$ cat src/rtl/vga_ctrl.sv
// rtl/vga_ctrl.sv - VGA timing generator with pixel request and registered RGB output
//
// Purpose: free-running H/V counters for a 640x480@60Hz raster. The block asks
// the picture generator for a pixel one clock ahead (pix_req/pix_x/pix_y) and
// registers the returned pix_data onto rgb, aligned with the sync outputs.
//
// Ports:
//   vga_clk     in   pixel clock
//   sys_rst_n   in   asynchronous active-low reset
//   pix_data    in   RGB888 for the requested pixel, combinational reply
//   pix_x/pix_y out  requested coordinates, 10'h3FF when no request
//   pix_req     out  request strobe
//   hsync/vsync out  sync pulses, active level SYNC_POL
//   rgb         out  pixel colour, 0 outside the active window
//   rgb_valid   out  rgb holds an active pixel
//   frame_start out  one-clock pulse at count (0,0)
module vga_ctrl #(
  parameter int   H_SYNC   = 96,
  parameter int   H_BACK   = 48,
  parameter int   H_VALID  = 640,
  parameter int   H_FRONT  = 16,
  parameter int   V_SYNC   = 2,
  parameter int   V_BACK   = 33,
  parameter int   V_VALID  = 480,
  parameter int   V_FRONT  = 10,
  parameter logic SYNC_POL = 1'b0
) (
  input  logic        vga_clk,
  input  logic        sys_rst_n,
  input  logic [23:0] pix_data,
  output logic [9:0]  pix_x,
  output logic [9:0]  pix_y,
  output logic        pix_req,
  output logic        hsync,
  output logic        vsync,
  output logic [23:0] rgb,
  output logic        rgb_valid,
  output logic        frame_start
);

  localparam logic [9:0] H_LAST  = 10'(H_SYNC + H_BACK + H_VALID + H_FRONT - 1);
  localparam logic [9:0] V_LAST  = 10'(V_SYNC + V_BACK + V_VALID + V_FRONT - 1);
  localparam logic [9:0] H_SW    = 10'(H_SYNC);
  localparam logic [9:0] V_SW    = 10'(V_SYNC);
  localparam logic [9:0] HS      = 10'(H_SYNC + H_BACK);
  localparam logic [9:0] HE      = 10'(H_SYNC + H_BACK + H_VALID);
  localparam logic [9:0] VS      = 10'(V_SYNC + V_BACK);
  localparam logic [9:0] VE      = 10'(V_SYNC + V_BACK + V_VALID);
  localparam logic [9:0] NO_REQ  = 10'h3FF;

  // run_q is low only for the first edge after reset, so that edge lands
  // the counters on (0,0) and the registered decodes show the frame start.
  logic        run_q, run_d;
  logic [9:0]  cnt_h_q, cnt_h_d;
  logic [9:0]  cnt_v_q, cnt_v_d;
  logic        hsync_q, hsync_d;
  logic        vsync_q, vsync_d;
  logic        frame_start_q, frame_start_d;
  logic        rgb_valid_q, rgb_valid_d;
  logic [23:0] rgb_q, rgb_d;

  always_comb begin
    run_d   = 1'b1;
    cnt_h_d = cnt_h_q;
    cnt_v_d = cnt_v_q;
    if (!run_q) begin
      cnt_h_d = '0;
      cnt_v_d = '0;
    end else if (cnt_h_q == H_LAST) begin
      cnt_h_d = '0;
      cnt_v_d = (cnt_v_q == V_LAST) ? '0 : cnt_v_q + 10'd1;
    end else begin
      cnt_h_d = cnt_h_q + 10'd1;
    end
  end

  // Registered outputs decode the next count, so each flop reflects the
  // count held in the counter registers on the same clock.
  always_comb begin
    hsync_d       = (cnt_h_d < H_SW) ? SYNC_POL : ~SYNC_POL;
    vsync_d       = (cnt_v_d < V_SW) ? SYNC_POL : ~SYNC_POL;
    frame_start_d = (cnt_h_d == '0) && (cnt_v_d == '0);
    rgb_valid_d   = (cnt_h_d >= HS) && (cnt_h_d < HE) &&
                    (cnt_v_d >= VS) && (cnt_v_d < VE);
  end

  // Request window leads the display window by one clock to cover the
  // rgb register latency.
  always_comb begin
    pix_req = (cnt_h_q >= HS - 10'd1) && (cnt_h_q < HE - 10'd1) &&
              (cnt_v_q >= VS) && (cnt_v_q < VE);
    pix_x   = pix_req ? cnt_h_q - (HS - 10'd1) : NO_REQ;
    pix_y   = pix_req ? cnt_v_q - VS : NO_REQ;
    rgb_d   = pix_req ? pix_data : 24'h0;
  end

  always_ff @(posedge vga_clk or negedge sys_rst_n) begin
    if (!sys_rst_n) begin
      run_q         <= 1'b0;
      cnt_h_q       <= '0;
      cnt_v_q       <= '0;
      hsync_q       <= ~SYNC_POL;
      vsync_q       <= ~SYNC_POL;
      frame_start_q <= 1'b0;
      rgb_valid_q   <= 1'b0;
      rgb_q         <= '0;
    end else begin
      run_q         <= run_d;
      cnt_h_q       <= cnt_h_d;
      cnt_v_q       <= cnt_v_d;
      hsync_q       <= hsync_d;
      vsync_q       <= vsync_d;
      frame_start_q <= frame_start_d;
      rgb_valid_q   <= rgb_valid_d;
      rgb_q         <= rgb_d;
    end
  end

  assign hsync       = hsync_q;
  assign vsync       = vsync_q;
  assign frame_start = frame_start_q;
  assign rgb_valid   = rgb_valid_q;
  assign rgb         = rgb_q;

endmodule

$ cat config.mk
export PLATFORM = sky130hd
export DESIGN_NAME = vga_ctrl
export DESIGN_NICKNAME = d
export VERILOG_FILES = /design/src/rtl/vga_ctrl.sv
export SDC_FILE = /design/constraint.sdc
export NUM_CORES = 1
export LEC_CHECK = 0
export CORE_UTILIZATION = 55
export CTS_BUF_LIST = sky130_fd_sc_hd__clkbuf_8
export DETAILED_ROUTE_END_ITERATION = 10
export DONT_BUFFER_PORTS = 1
export PLACE_DENSITY = 0.81
export SYNTH_ARGS = -nofsm -noshare
export SYNTH_HDL_FRONTEND = slang
export SYNTH_SLANG_ARGS = --single-unit
$ cat constraint.sdc
create_clock -name vga_clk -period 4.3 [get_ports vga_clk]
set_clock_uncertainty 0.15 [all_clocks]
set_input_delay 0.43 -clock vga_clk [delete_from_list [all_inputs] [get_ports vga_clk]]
set_output_delay 0.43 -clock vga_clk [all_outputs]
set_load 0.05 [all_outputs]
==> run_results.csv <==
group,metric,value,unit
critical_path,worstPathRequired,3.72,ns
route,vias,2052,
grt,grt_pass1_vias,1950,
finish,antenna_cells,0,
timing,fin_crit,3.806,ns
grt,grt_max_degree,50,
critical_path,crit_path_start_kind,"register",
finish,multi_input_area,0.001369,mm²
critical_path,critPathMaxFanout,21,
outcome,status,"complete, no violations",
route,antenna_left,0,
route,viasPerCell,5.830,
yosys,async_reset_ff_share,100.0,%
finish,fin_nets,313,
clocking,insertion_delay,0.31,ns
clocking,clkTransAtPathRegs,0.10,ns
yosys,yosys.cell_types.count,59,
yosys,syn_avg_cell_area,9.639,µm²
place,hpwl,3919,µm
clocking,cts_sinks,49,
yosys,ys_seq_elements,49,
timing,setup_ws,0.4943,ns
place,place_ws,0.8255,ns
route,drt_iter0_drc,161,
floorplan,pin_count,75,
yosys,synth_warnings,0,
grt,gr-usage-all-layers,22.97,%
clocking,numCtsBuffers,5,
floorplan,die_h,72.92,µm
floorplan,start_util,57.80,%
yosys,synth-main-ff-cell,"dfrtp_1",
yosys,synth_cells,287,
yosys,synth_commonest_cells,"47 x dfrtp_1, 29 x and2_1, 29 x nand2_1, 18 x nor2_1, 14 x xnor2_1",
place,gp_congestion,0.8783,
power_and_ir_drop,power.density,269.0,mW/mm²
yosys,synth-edff-count,0,
timing,report.final.slew_viol_count,0,
route,wl,5519,µm
finish,fill_cells,438,
clocking,clock_path_buffers,2,
power_and_ir_drop,p_leak,1.289,nW
finish,regArea,0.001229,mm²
clocking,postCtsSetupBuffers,0,
timing,finalHoldViolations,0,
route,wl_per_cell,15.68,µm
timing,setup-violations-final,0,
clocking,cts-root-buf,"clkbuf_8",
timing,worst_pin_slew,0.9430,ns
route,drc,0,
timing,finalSetupTns,0,ns
critical_path,critPathKind,"register to output pin",
yosys,netlist.area_leader.share,42.51,%
yosys,seq_area_frac_synth,44.41,%
clocking,cts_resized,0,
floorplan,die_area,0.005317,mm²
flow_run,drv_cap,0,
yosys,synth_top_area_cell,"dfrtp_1",
route,first_pass_iters,4,
grt,grt_overflow,0,
critical_path,end_kind,"output pin",
finish,final_layout_size_suffix_gt1_share,12.28,%
hold_path,hold_class,"primary input to register",
grt,grt_antenna_before_repair,0,
floorplan,die_x,72.92,µm
critical_path,critPathArrivalTime,3.23,ns
clocking,htreeDepth,2,
place,portBuffers,0,
floorplan,fp-row-count,25,
yosys,syn-num-nets,316,
grt,grt_first_pass_wirelength,9128,µm
timing,period_share,88.50,%
timing,relSlewSlack,36.71,%
yosys,yosysMostFrequentCell,"dfrtp_1",
finish,area_growth,5.201,%
place,numPlacedInstances,342,
finish,fin_cells,352,
clocking,cts_tree,"yes",
floorplan,core,0.004786,mm²
yosys,yosys-top-cells-area,"dfrtp_1 43%, and2_1 6.6%, xnor2_1 4.4%",
power_and_ir_drop,peakVddDrop,253.0,µV
timing,fmax,0.2628,GHz
timing,rsz0062_at_grt,"false",
yosys,syn_area,0.002766,mm²
==> cell usage in the layout, fill, tap and decap left out, types with 2 or more instances in the layout <==
cell type,instances
a211oi_2,2
a21oi_1,7
a31oi_1,3
and2_1,29
and3_1,2
and4_1,3
buf_4,10
clkbuf_8,5
dfrtp_1,47
dfstp_2,2
ha_1,3
inv_1,6
inv_6,2
nand2_1,29
nand2b_1,7
nand3_1,13
nand3b_1,4
nand4_1,6
nor2_1,18
nor2b_1,2
nor3_1,7
nor4_1,5
o21a_1,2
o21ai_0,6
o21ai_1,2
o311ai_0,2
o31ai_1,4
or3_1,2
or3_4,2
or4_4,2
xnor2_1,14
xor2_1,9
==> through the flow <==
step	hold WS (ns)	instance area [µm²]	util, %	power (mW)
after floorplan	-0.01559	2766	-	0.4954
after global routing	0.07232	2910	60.81	0.8173
final	0.09683	2910	60.81	0.7830
after CTS	0.08223	2910	60.81	0.7961
after detailed placement	-0.01495	2779	58.07	0.4978
after global placement	-0.01487	2779	58.07	0.4975
==> repair_timing <==
action                                  4_1_cts  5_1_grt
endpoints found under the setup margin        0        0
hold buffers                                  2        0
endpoints found under the hold margin        49        0
==> layout make-up <==
class / instances / area share (%)
inverter: 6 / 0.7739
tap: 67 / 2.880
clock buffer: 5 / 2.365
clock inverter: 3 / 0.8598
sequential: 49 / 42.22
multi-input combinational: 210 / 47.03
timing repair buffer: 12 / 3.869
==> cell families after synthesis <==
kind of cell	count (synthesis)	share of synthesized area (%)
simple gates	138	27.72
flops	49	44.41
compound gates	43	11.80
buf+inv	28	6.513
xor+xnor	23	7.282
fa+ha+maj	3	1.357
mux	2	0.7689
other cells	1	0.1356
==> sequential cells by signal, summed over array words and instances (netlist names) <==
register	count
cnt_h_q	10
rgb	24
run_q	1
rgb_valid	1
vsync	1
frame_start	1
cnt_v_q	10
hsync	1
==> power breakdown <==
group,internal [mW],switching [mW]
Clock,0.119,0.163
Combinational,0.0104,0.0167
Sequential,0.464,0.00988
Total,0.593,0.190
==> final timing paths <==
kind                       cells after the start                    to                  from  slack [ns]
min in group asynchronous                      2  cnt_v_q[7]$_DFF_PN0_             sys_rst_n        0.45
max reg2reg                                    7     rgb[22]$_DFF_PN0_  cnt_h_q[0]$_DFF_PN0_        1.31
min                                            1     rgb[20]$_DFF_PN0_          pix_data[20]         0.1
max in group asynchronous                      2       hsync$_DFF_PN1_             sys_rst_n        3.25
max                                            6              pix_x[6]  cnt_h_q[0]$_DFF_PN0_        0.49
min reg2reg                                    1  cnt_h_q[0]$_DFF_PN0_  cnt_h_q[0]$_DFF_PN0_        0.41
==> layer usage <==
metal | vias up | global-route usage, % | part of all wire, % | routed length [µm]
li1 | 986 | - | - | -
met1 | 966 | 30.15 | 44 | 2442
met2 | 92 | 36.14 | 46 | 2564
met3 | 8 | 8.149 | 7.9 | 435
met4 | 0 | 6.536 | 1.4 | 76
met5 | - | 0 | 0 | 0
==> worst max-delay path, cell delays in order, from the launching register on <==
cell and delay [ns]:
dfrtp_1 0.45, ha_1 0.28, and3_1 0.28, nand2b_1 0.20, or2_2 0.32, a221oi_4 0.76, nand3_1 0.64
(Power assumes the default switching activity.)
